## src/rtl/mux_scan_nx1.sv

```systemverilog
// rtl/mux_scan_nx1.sv - N-input registered mux with manual select and round-robin scan
module mux_scan_nx1 #(
    parameter int N       = 4,
    parameter int W       = 1,
    parameter int SW      = $clog2(N),
    parameter int DWELL_W = 8
) (
    input  logic                 clk,
    input  logic                 rst,
    input  logic                 en,
    input  logic                 mode,
    input  logic [SW-1:0]        sel_in,
    input  logic [DWELL_W-1:0]   dwell,
    input  logic [N*W-1:0]       din,
    output logic [W-1:0]         dout,
    output logic [SW-1:0]        sel_out,
    output logic                 valid,
    output logic                 wrap
);

    localparam logic [1:0] S_IDLE   = 2'd0;
    localparam logic [1:0] S_MANUAL = 2'd1;
    localparam logic [1:0] S_SCAN   = 2'd2;

    localparam logic [SW-1:0] LAST_CH = SW'(N - 1);

    logic [1:0]         state;
    logic [SW-1:0]      ch;
    logic [DWELL_W-1:0] cnt;

    logic [W-1:0] man_data;
    logic [W-1:0] scan_data;
    logic         man_ok;
    logic         wrap_now;

    // Decode by comparison so out-of-range selects never index past din
    always_comb begin
        man_data  = '0;
        scan_data = '0;
        man_ok    = 1'b0;
        for (int k = 0; k < N; k++) begin
            if (sel_in == SW'(k)) begin
                man_data = din[k*W +: W];
                man_ok   = 1'b1;
            end
            if (ch == SW'(k)) begin
                scan_data = din[k*W +: W];
            end
        end
    end

    // valid is low on the SCAN entry cycle, which suppresses a wrap on entry
    assign wrap_now = (ch == '0) && (sel_out == LAST_CH) && valid;

    always_ff @(posedge clk or posedge rst) begin
        if (rst) begin
            state   <= S_IDLE;
            ch      <= '0;
            cnt     <= '0;
            dout    <= '0;
            sel_out <= '0;
            valid   <= 1'b0;
            wrap    <= 1'b0;
        end else if (!en) begin
            state <= S_IDLE;
            ch    <= '0;
            cnt   <= '0;
            valid <= 1'b0;
            wrap  <= 1'b0;
        end else if (!mode) begin
            state   <= S_MANUAL;
            ch      <= '0;
            cnt     <= '0;
            dout    <= man_ok ? man_data : '0;
            sel_out <= sel_in;
            valid   <= man_ok;
            wrap    <= 1'b0;
        end else if (state != S_SCAN) begin
            state <= S_SCAN;
            ch    <= '0;
            cnt   <= '0;
            valid <= 1'b0;
            wrap  <= 1'b0;
        end else begin
            dout    <= scan_data;
            sel_out <= ch;
            valid   <= 1'b1;
            wrap    <= wrap_now;
            if (cnt >= dwell) begin
                cnt <= '0;
                ch  <= (ch == LAST_CH) ? '0 : ch + 1'b1;
            end else begin
                cnt <= cnt + 1'b1;
            end
        end
    end

endmodule
```

## config.mk

```make
export PLATFORM = sky130hd
export DESIGN_NAME = mux_scan_nx1
export DESIGN_NICKNAME = d
export VERILOG_FILES = /design/src/rtl/mux_scan_nx1.sv
export SDC_FILE = /design/constraint.sdc
export NUM_CORES = 1
export LEC_CHECK = 0
export BUFFER_PORTS_ARGS = -buffer_cell sky130_fd_sc_hd__buf_4
export CAP_MARGIN = 40
export CORE_MARGIN = 10
export CORE_UTILIZATION = 57
export CTS_CLUSTER_DIAMETER = 40
export DETAILED_ROUTE_END_ITERATION = 8
export MAX_ROUTING_LAYER = met4
export PLACE_DENSITY = 0.83
export SYNTH_ARGS = -nofsm -noshare
export SYNTH_HDL_FRONTEND = slang
export SYNTH_SLANG_ARGS = --single-unit
```

## constraint.sdc

```tcl
create_clock -name clk -period 3.6 [get_ports clk]
set_input_delay 0 -clock clk [delete_from_list [all_inputs] [get_ports clk]]
set_output_delay 0 -clock clk [all_outputs]
set_load 0.02 [all_outputs]
```

# [After elaboration in Yosys (flattened, before gate mapping)]
# Index checks and enable logic that the tools add are counted.
[op_classes] eq_ne=11 reduce_logical=5 addsub=2 mux=35 order_cmp=1
[op_table] operator="two-way mux 8 bit" count=4
[op_table] operator="two-way mux 1 bit" count=21
[op_table] operator="two-way mux 2 bit" count=10
[op_table] operator="equality test 2 bit (second input constant)" count=5
[op_table] operator="adder 8 x 1 -> 8 bit (second input constant)" count=1
[op_table] operator=">= comparator 8 bit" count=1
[op_table] operator="equality test 2 x 1 -> 1 bit (second input constant)" count=2
[op_table] operator="zero test 2 bit" count=2
[op_table] operator="!= test 2 bit (second input constant)" count=2
[op_table] operator="!= test 4 x 2 -> 1 bit (second input constant)" count=1
[op_table] operator="!= test 3 x 2 -> 1 bit (second input constant)" count=1
[op_table] operator="adder 2 x 1 -> 2 bit (second input constant)" count=1
[op_table] operator="logical AND 1 bit" count=2
[op_table] operator="AND reduction 2 bit" count=1
[totals] input_bits=18 elab_cells=61 output_inout_bits=5 regBits=17

# [Depth between registers and ports, before layout]
# Gate-level depths: netlist (run 1).
[depth] ltp_word=7 mapped_depth=6 mapped_depth_nobuf=6

# [Least setup slack after synthesis (run 1)]
# OpenSTA, ideal clock, no wires.
[synth_path] kind="reg-to-reg" startpoint="register cnt[0]" endpoint="register ch[0]" path_buffers=0 path_slack_ns=1.937 t_arrival_ns=1.584 required_ns=3.521 setup_ns=0.079 period_less_slack_ns=1.663 path_stages_with_launch=7 cell_sequence="dfrtp_1 > inv_1 > ha_1 > nand2b_4 > a2111oi_4 > o21a_1 > mux2i_1"
[synth_via] elab_chain_len=2
[synth_lines] item="start: declaration" line="29" text="logic [DWELL_W-1:0] cnt;"
[synth_lines] item="start signal: assignment" line="93" text="cnt <= cnt + 1'b1;"
[synth_lines] item=">= comparator 8 bit" line="89" text="if (cnt >= dwell) begin"
[synth_lines] item="!= test 4 x 2 -> 1 bit (no source line)"
[synth_lines] item="end signal: assignment" line="91" text="ch <= (ch == LAST_CH) ? '0 : ch + 1'b1;"
[synth_lines] item="end: declaration" line="28" text="logic [SW-1:0] ch;"
# No other way between the ends.
# A chain may end at the register's enable or synchronous reset.

# [Final worst setup path (run 1)]
[layout_path] startpoint="register cnt[0]" endpoint="register ch[1]"
# The elaborated chain is that of the path after synthesis.

==> results of run 1 <==
-- final cells by class --
type,count,share of cell area
inverter,16,0.0456
tap,25,0.0237
clock buffer,4,0.0199
sequential,17,0.323
timing repair buffer,26,0.156
multi-input combinational,76,0.432
-- through the flow --
stage | instance area [µm²] | std cells | worst slack (ns) | utilization | power (mW)
after global placement | 1250 | 156 | 1.90 | 0.717 | 0.263
after global routing | 1320 | 164 | 1.62 | 0.755 | 0.390
final | 1320 | 164 | 1.79 | 0.755 | 0.371
after floorplan | 1060 | 111 | 1.94 | - | 0.237
after CTS | 1320 | 164 | 1.77 | 0.755 | 0.371
after detailed placement | 1250 | 156 | 1.79 | 0.717 | 0.267
-- logic make-up after synthesis --
| group | count (synthesis) | share of synthesized area |
|---|---|---|
| flip-flops | 17 | 0.400 |
| AND/OR/NAND/NOR | 37 | 0.162 |
| AO/OA/AOI/OAI | 15 | 0.112 |
| adder cells (fa/ha/maj) | 13 | 0.153 |
| multiplexers | 5 | 0.0588 |
| XOR/XNOR | 6 | 0.0494 |
| buffers and inverters | 18 | 0.0658 |
-- critical path: cells and delay by family (launching register included) --
family	cells	cell delay [ns]
AND/OR/NAND/NOR	1	0.15
multiplexers	1	0.19
adder cells (fa/ha/maj)	1	0.29
flip-flops	1	0.42
AO/OA/AOI/OAI	2	0.62
buffers and inverters	1	0.08
-- power by group through the flow --
stage / combinational (mW) / clock [mW] / sequential (mW)
floorplan: 0.0264 / 0 / 0.211
global placement: 0.0587 / 0 / 0.204
detailed placement: 0.0619 / 0 / 0.205
CTS: 0.0654 / 0.105 / 0.201
global route: 0.0711 / 0.117 / 0.202
finish: 0.0653 / 0.104 / 0.201
-- layer usage --
metal | part of all wire | wire length, µm
met5 | 0 | 0
met4 | 0.036 | 87
met3 | 0.048 | 117
met2 | 0.50 | 1230
met1 | 0.41 | 1000
-- repair_timing --
| item | 4_1_cts | 5_1_grt |
|---|---|---|
| hold buffers | 4 | 0 |
| setup buffers | 0 | 0 |
| endpoints found under the hold margin | 19 | 0 |
-- registers in the layout (all words and copies together) (netlist names) --
signal and flops:
dout 1, wrap 1, valid 1, ch 2, state 2, cnt 8, sel_out 2
-- how the worst max path moves through the flow --
stage,to,cells past startpoint
2_1_floorplan,ch[0]$_DFFE_PP0P_,6
3_3_place_gp,ch[1]$_DFFE_PP0P_,6
3_5_place_dp,ch[1]$_DFFE_PP0P_,6
4_1_cts,ch[1]$_DFFE_PP0P_,6
5_1_grt,ch[0]$_DFFE_PP0P_,6
6_report,ch[1]$_DFFE_PP0P_,6
-- cells in the final DEF, fill, tap and decap left out --
| cell | n |
|---|---|
| inv_1 | 16 |
| a21oi_1 | 3 |
| clkbuf_1 | 1 |
| dlygate4sd3_1 | 4 |
| o21ai_1 | 2 |
| and2_1 | 2 |
| ha_1 | 13 |
| nand2_1 | 14 |
| clkbuf_4 | 3 |
| nand4_1 | 1 |
| nor2_1 | 11 |
| mux4_2 | 1 |
| a221oi_1 | 1 |
| nor3_1 | 1 |
| nand3_1 | 3 |
| nor2b_1 | 2 |
| o22ai_1 | 1 |
| xor2_1 | 2 |
| dfrtp_1 | 17 |
| nand2b_4 | 1 |
| and3_1 | 1 |
| o211ai_2 | 1 |
| xnor2_1 | 4 |
| nand3b_1 | 1 |
| a211o_1 | 1 |
| mux2i_1 | 4 |
| buf_4 | 22 |
| o21ai_0 | 3 |
| a2111oi_4 | 1 |
| o21a_1 | 2 |
-- synth_stat cells (2+ instances only) --
cell / count
dfrtp_1: 17
inv_1: 16
nand2_1: 14
ha_1: 13
nor2_1: 11
mux2i_1: 4
xnor2_1: 4
a21oi_1: 3
nand3_1: 3
o21ai_0: 3
and2_1: 2
buf_2: 2
nor2b_1: 2
o21a_1: 2
o21ai_1: 2
xor2_1: 2
==> flow_summary.toml, run 1 <==
[finish]
multi_input_area_um2 = 569
nets = 171
area_growth_pct = 23.7
seqCellArea_um2 = 425
final_layout_size_suffix_gt1_frac = 0.209
n_fill_cell = 135
diodes = 0

[route]
avgViaCountPerCell = 5.24
drc = 0
dr.pass1.iters = 6
vias = 859
drt_iter0_drc = 41
postRouteAntennaNets = 0
wl_um = 2430
wire_per_inst_um = 14.8

[yosys]
syn_avg_cell_area_um2 = 9.59
yosysTopAreaCell = "dfrtp_1"
synth-seq-cells = 17
synth-seq-area-share = 0.400
synth_ff_type = "dfrtp_1"
yosys-top-cells-area = "dfrtp_1 (40%), ha_1 (15%), inv_1 (5.6%)"
synthArstFlopShare = 1.00
postSynthCellCount = 111
synth_area_um2 = 1060
yosysWarningCount = 0
synthesis.nets = 142
synth_edf_count = 0
synth.distinct_cells = 27
synth.top_cell.area_share = 0.400

[hold_path]
hp-class = "in2reg"
min_to = "sel_out[0]$_DFFE_PP0P_"
hold_start = "sel_in[0]"
whs_path_depth = 3

[worst_setup_path]
slowest_delay_ns = 0.42
end_kind = "register"
required_ns = 3.83
arrival_ns = 2.04
rr_startpoint = "cnt[0]$_DFF_PP0_"
crit_fanout = 5
path_class = "reg2reg"
slowest_stage = "dfrtp_1"
r2r_setup_slack_ns = 1.79
startpoint = "cnt[0]$_DFF_PP0_"
worst_r2r_path_depth = 6
r2r-end = "ch[1]$_DFFE_PP0P_"
crit_chain = "inv_1 > ha_1 > nand2b_4 > a2111oi_4 > o21a_1 > mux2i_1"
cp-start-kind = "register"

[pwr]
switching_share = 0.261
power_frac_clock = 0.281
p_leak_nw = 0.666
ir_worst_vdd_uv = 208
intPower_mw = 0.274
p_seq_frac = 0.543
power_switching_mw = 0.0969
comb_power_share = 0.176
power_density_nw_per_um2 = 282

[clock_network]
root_buffer = "clkbuf_4"
clk_latency_ns = 0.29
cts_tree = "yes"
clock-sinks = 17
postCtsResizedCells = 0
clkTransAtPathRegs_ns = 0.10
ctsHtreeMaxLevel = 1
clock_path_buffers = 2
cts_made_buffers = 3

[run]
drv_cap = 0

[sta]
period_share = 0.503
hold_slack_ns = 0.0309
skew_ns = 0.00363
slew_viol_final = 0
final-setup-viol-count = 0
max_freq_mhz = 553
rsz0062_at_grt = "no"
period_minus_slack_ns = 1.81
finalSetupTns_ns = 0
hold_violations = 0
worst_pin_slew_ns = 0.627
relSlewSlack = 0.582

[floorplan]
ios = 23
rows = 15
start_util = 0.610
dieArea_um2 = 4000
die_w_um = 63.2
die_height_um = 63.2
fp.coreArea_um2 = 1750

[global_routing]
track_usage = 0.128
met2_usage = 0.220
grtUsageMet1 = 0.128
grt_pass1_vias = 882
grt_pass1_wl_um = 4030
grtUsageMet3 = 0.0318
antenna_found_initial = 0
grt.busiest_layer = "met2"
globalRouteOverflowTotal = 0
grt_max_degree = 18

[placement]
hpwlAfterDp_um = 1890
gp_congestion = 0.774
port_buffers = 22

[run_status]
status = "completed"
(Power assumes the default switching activity.)
==> inputs of run 2 (changes only) <==
ABC_AREA = 1   (was unset)
CORE_UTILIZATION = 48   (was 57)
PLACE_DENSITY = 0.74   (was 0.83)
clock period = 1.55 ns   (was 3.6 ns; I/O delays follow)
==> run 2 against run 1 <==
Compared with the run above:
- the run now ends with negative setup slack left
- maximum frequency rose by 15%
- routed wire length rose by 5.4%
- combinational power rose to 2.6 times the previous value
- cell area rose by 15%
- via count rose by 14%
- synthesized area rose by 0.71%
- global-route usage fell by 1.1 points
- core utilization fell by 5.8 points
- final cell count rose by 23%
- hold slack got worse by 0.030 ns
- sequential power rose by 130%
- first-iteration DRC count fell by 39%
- critical path type unchanged
==> flow_summary.toml, run 2 <==
[run_status]
status = "complete, but fails checks"
failed_checks = "negative setup slack"

[global_routing]
antenna_found_initial = 0
grt_pass1_vias = 1009
globalRouteOverflowTotal = 0
met2_usage = 0.214
grtUsageMet3 = 0.0248
grt.busiest_layer = "met2"
track_usage = 0.117
grt_max_degree = 18
grtUsageMet1 = 0.112
grt_pass1_wl_um = 4040

[pwr]
power_density_nw_per_um2 = 577
p_leak_nw = 0.800
ir_worst_vdd_uv = 467

[yosys]
synth.top_cell.area_share = 0.397
synthesis.nets = 162
synth.distinct_cells = 21
yosysWarningCount = 0
synth_most_common_cell = "inv_1"
synthArstFlopShare = 1.00
synth-seq-cells = 17
synth_edf_count = 0
yosysTopAreaCell = "dfrtp_1"
synth_commonest_cells = "inv_1 (26), nand2_1 (23), nor2_1 (18), dfrtp_1 (17), ha_1 (13)"
synth_ff_type = "dfrtp_1"
synth-seq-area-share = 0.397
syn_avg_cell_area_um2 = 8.19
synth_area_um2 = 1070
postSynthCellCount = 131
yosys-top-cells-area = "dfrtp_1 (40%), ha_1 (15%), inv_1 (9.1%)"

[floorplan]
ios = 23
start_util = 0.494
fp.coreArea_um2 = 2170
rows = 17
die_height_um = 67.3
dieArea_um2 = 4520
die_w_um = 67.3

[finish]
diodes = 0
final_cell_mix = "buf_4 (34), inv_1 (26), nand2_1 (22), dfrtp_1 (17), nor2_1 (10)"
design_area_um2 = 1510
layout_commonest_cell = "buf_4"
fin_cells = 201
final_layout_size_suffix_gt1_frac = 0.312
area_growth_pct = 41.0
largest_register_ffs = 8
nets = 205
top_register = "cnt"

[sta]
max_freq_mhz = 636
period_share = 1.01
final-setup-viol-count = 8
rsz0062_at_grt = "yes"
hold_slack_ns = 0.000859
period_minus_slack_ns = 1.57
worst_pin_slew_ns = 0.621
slew_viol_final = 0
hold_violations = 0
skew_ns = 0.00505
relSlewSlack = 0.586
fin_ws_ns = -0.0215

[worst_setup_path]
end_kind = "register"
path_class = "reg2reg"
cp-start-kind = "register"
crit_fanout = 8
arrival_ns = 1.81
required_ns = 1.78

[placement]
hpwlAfterDp_um = 1820
place_area_um2 = 1290
port_buffers = 22
gp_congestion = 0.869
dp_cells = 183

[route]
drc = 0
avgViaCountPerCell = 4.88
dr.pass1.iters = 4
vias = 980
postRouteAntennaNets = 0
drt_iter0_drc = 25
wl_um = 2560
wire_per_inst_um = 12.7

[clock_network]
clock_path_buffers = 2
cts_made_buffers = 3
clkTransAtPathRegs_ns = 0.09
clock-sinks = 17
root_buffer = "clkbuf_4"
clk_latency_ns = 0.29
ctsHtreeMaxLevel = 1
cts_tree = "yes"

[hold_path]
hp-class = "in2reg"

[run]
drv_cap = 0
==> run 2: final cells by class <==
type / instances / area (µm²)
fillers: 173 / 658
well taps: 28 / 35.0
flip-flops and latches: 17 / 425
clock buffers: 4 / 26.3
inverters: 26 / 97.6
multi-input cells: 88 / 632
repair buffers: 38 / 295
==> run 2: worst max-delay path, cell delays in order, from the launching register on <==
cell and delay [ns]:
dfrtp_1 0.41, ha_1 0.29, nand2_2 0.08, a21oi_1 0.06, nor2_2 0.14, nand3_2 0.13
nor2_4 0.14, nand2_4 0.12, nor2_2 0.13
==> run 2: final timing paths <==
kind,from,end,slack [ns],depth (start not counted)
setup / recovery,cnt[6]$_DFF_PP0_,cnt[6]$_DFF_PP0_,-0.02,8
setup reg to reg,cnt[6]$_DFF_PP0_,cnt[6]$_DFF_PP0_,-0.02,8
min in group asynchronous,rst,cnt[6]$_DFF_PP0_,0.33,3
hold reg to reg,cnt[0]$_DFF_PP0_,cnt[0]$_DFF_PP0_,0.52,1
hold / removal,sel_in[0],sel_out[0]$_DFFE_PP0P_,0.0009,3
max in group asynchronous,rst,cnt[0]$_DFF_PP0_,0.81,3
==> run 2: logic make-up (layout without fill, tap and decap cells) <==
group / count (synthesis) / in the layout / synth area share
buffers and inverters: 26 / 68 / 0.0910
AND/OR/NAND/NOR: 56 / 56 / 0.239
flip-flops: 17 / 17 / 0.397
AO/OA/AOI/OAI: 12 / 12 / 0.0630
multiplexers: 1 / 1 / 0.00934
adder cells (fa/ha/maj): 13 / 13 / 0.152
XOR/XNOR: 6 / 6 / 0.0490
==> run 2: timing repair <==
action | CTS | global route
resized for setup | 3 | 12
buffers inserted | 4 | 6
cloned | 0 | 0
hold buffers | 4 | 0
endpoints found under the hold margin | 20 | 0
endpoints found under the setup margin | 7 | 10
pin swaps | 3 | 6
==> run 2: stage by stage <==
stage	util	TNS [ns]	setup slack, ns	total power [mW]
floorplan	-	0	0.150	0.557
global placement	0.593	0	0.0431	0.626
detailed placement	0.593	-0.00364	-0.00364	0.631
CTS	0.641	0	0.00783	0.865
global route	0.697	-1.03	-0.129	0.917
finish	0.697	-0.101	-0.0215	0.872
==> run 2: layer usage <==
metal,share of wire,vias to the layer above
met5,0,-
met4,0.028,0
met3,0.037,6
met2,0.54,20
met1,0.40,457
li1,-,497
==> run 2: power by group <==
| group | switching, mW | internal [mW] | total (mW) |
|---|---|---|---|
| clock | 0.132 | 0.100 | 0.233 |
| sequential | 0.0103 | 0.460 | 0.470 |
| combinational | 0.0889 | 0.0798 | 0.169 |
==> inputs of run 3 (changes only) <==
clock period = 1.34 ns   (was 1.55 ns; I/O delays follow)
==> run 3 against run 2 <==
Compared with the run above:
- the flow still finishes with violations (negative setup slack)
- hold slack better by 0.082 ns
- largest power group unchanged
- non-clock buffer count rose by 5
- die area is the same
- largest cell class unchanged
- maximum frequency grew 4.0%
==> flow_summary.toml, run 3 (synthesis gave the netlist of run 2 again) <==
[global_routing]
globalRouteOverflowTotal = 0
grt_pass1_wl_um = 4530
antenna_found_initial = 0
grt_max_degree = 18
grt_pass1_vias = 1094
track_usage = 0.131

[worst_setup_path]
slowest_delay_ns = 0.40
cp-start-kind = "register"
cpMostUsedCell = "nor2_2"
slowest_stage = "dfrtp_1"
required_ns = 1.53
arrival_ns = 1.70
r2r_setup_slack_ns = -0.17
critPathTopFamily = "simple AND/OR/NAND/NOR gates"
path_class = "reg2reg"
r2r-end = "cnt[7]$_DFF_PP0_"
critPathBufInv = 0
rr_startpoint = "cnt[4]$_DFF_PP0_"
crit_chain = "ha_1 > nand2_1 > nor2_2 > nand4_1 > nand3_2 > nor2_4 > nand2_4 > nor2_2"
crit_fanout = 8
worst_r2r_path_depth = 8
end_kind = "register"

[sta]
hold_violations = 0
final-setup-viol-count = 10
period_share = 1.13
fin_ws_ns = -0.171
relSlewSlack = 0.578
skew_ns = 0.00174
worst_pin_slew_ns = 0.633
rsz0062_at_grt = "yes"
period_minus_slack_ns = 1.51
slew_viol_final = 0
max_freq_mhz = 662

[finish]
n_fill_cell = 175
layout_commonest_cell = "buf_4"
design_area_um2 = 1580
diodes = 0
fin_cells = 206
fin_util = 0.726
largest_register_ffs = 8
final_layout_size_suffix_gt1_frac = 0.371
top_register = "cnt"
nets = 210
area_growth_pct = 46.9
final_cell_mix = "buf_4 (37), inv_1 (23), nand2_1 (18), dfrtp_1 (17)"

[pwr]
ir_worst_vdd_uv = 748
p_leak_nw = 0.829
power_mw = 1.03
power_density_nw_per_um2 = 651

[route]
avgViaCountPerCell = 4.82
postRouteAntennaNets = 0
drc = 0
drt_iter0_drc = 29
wl_um = 2550
wire_per_inst_um = 12.4
vias = 992
dr.pass1.iters = 4

[hold_path]
hp-class = "in2reg"
hold_start = "din[3]"
min_to = "dout$_DFFE_PP0P_"
whs_path_depth = 5

[placement]
hpwlAfterDp_um = 1910
gp_congestion = 0.817
dp_slack_ns = -0.199
dp_cells = 191
place_area_um2 = 1350
port_buffers = 22

[clock_network]
clock-sinks = 17
root_buffer = "clkbuf_4"
cts_tree = "yes"
ctsHtreeMaxLevel = 1
clkTransAtPathRegs_ns = 0.09
clk_latency_ns = 0.29
cts_made_buffers = 3
clock_path_buffers = 2

[floorplan]
fp.coreArea_um2 = 2170
die_height_um = 67.3
start_util = 0.494
dieArea_um2 = 4520
rows = 17
ios = 23
die_w_um = 67.3

[run]
drv_cap = 0

[run_status]
failed_checks = "negative setup slack"
status = "complete, but fails checks"
-- run 3: changes by cell type in the layout (fill, tap and decap cells not counted), sizes merged --
cell and change:
dlygate4sd3 +2, buf +3
-- run 3: worst min-delay path, stage by stage --
cell	delay, ns
buf_4	0.11
inv_1	0.06
a21oi_1	0.06
nand2_1	0.07
a21oi_1	0.05
-- run 3: worst max-delay path by stage --
stage                                 from          endpoint  slack, ns  cells after the start
after CTS                 cnt[2]$_DFF_PP0_  cnt[5]$_DFF_PP0_      -0.17                     10
after detailed placement  cnt[7]$_DFF_PP0_  cnt[0]$_DFF_PP0_      -0.20                      7
final                     cnt[4]$_DFF_PP0_  cnt[7]$_DFF_PP0_      -0.17                      8
after global routing      cnt[4]$_DFF_PP0_  cnt[7]$_DFF_PP0_      -0.29                      8
after global placement    cnt[7]$_DFF_PP0_  cnt[0]$_DFF_PP0_      -0.11                      7
after floorplan           cnt[7]$_DFF_PP0_  cnt[0]$_DFF_PP0_      -0.06                      7
-- run 3: through the flow --
stage / TNS, ns / hold WS [ns]
after floorplan: -0.530 / -0.0739
after global placement: -0.973 / 0.108
after detailed placement: -1.60 / 0.124
after CTS: -1.48 / 0.0843
after global routing: -2.76 / 0.126
final: -1.54 / 0.0830
-- run 3: report_power, final --
| group | leakage, nW | switching, mW | internal (mW) |
|---|---|---|---|
| sequential | 0.226 | 0.0112 | 0.532 |
| combinational | 0.587 | 0.107 | 0.0977 |
| clock | 0.0150 | 0.162 | 0.116 |
| total | 0.829 | 0.279 | 0.746 |
-- run 3: what timing repair did --
item,in CTS,in global routing
setup endpoints to repair,10,11
buffers inserted,3,2
hold buffers,6,0
endpoints found under the hold margin,21,0
pin swaps,7,12
resized for setup,7,19
-- run 3: area by class of cell --
| cell class | instances | area [µm²] | area share |
|---|---|---|---|
| Multi-Input combinational cell | 88 | 653 | 0.415 |
| Sequential cell | 17 | 425 | 0.270 |
| Timing Repair Buffer | 43 | 338 | 0.214 |
| Inverter | 26 | 97.6 | 0.0620 |
| Tap cell | 28 | 35.0 | 0.0222 |
| Clock buffer | 4 | 26.3 | 0.0167 |
-- run 3: routing by layer --
| metal | share of wire | global-route usage |
|---|---|---|
| met5 | 0 | - |
| met4 | 0.025 | 0.0667 |
| met3 | 0.033 | 0.0182 |
| met2 | 0.52 | 0.231 |
| met1 | 0.42 | 0.138 |
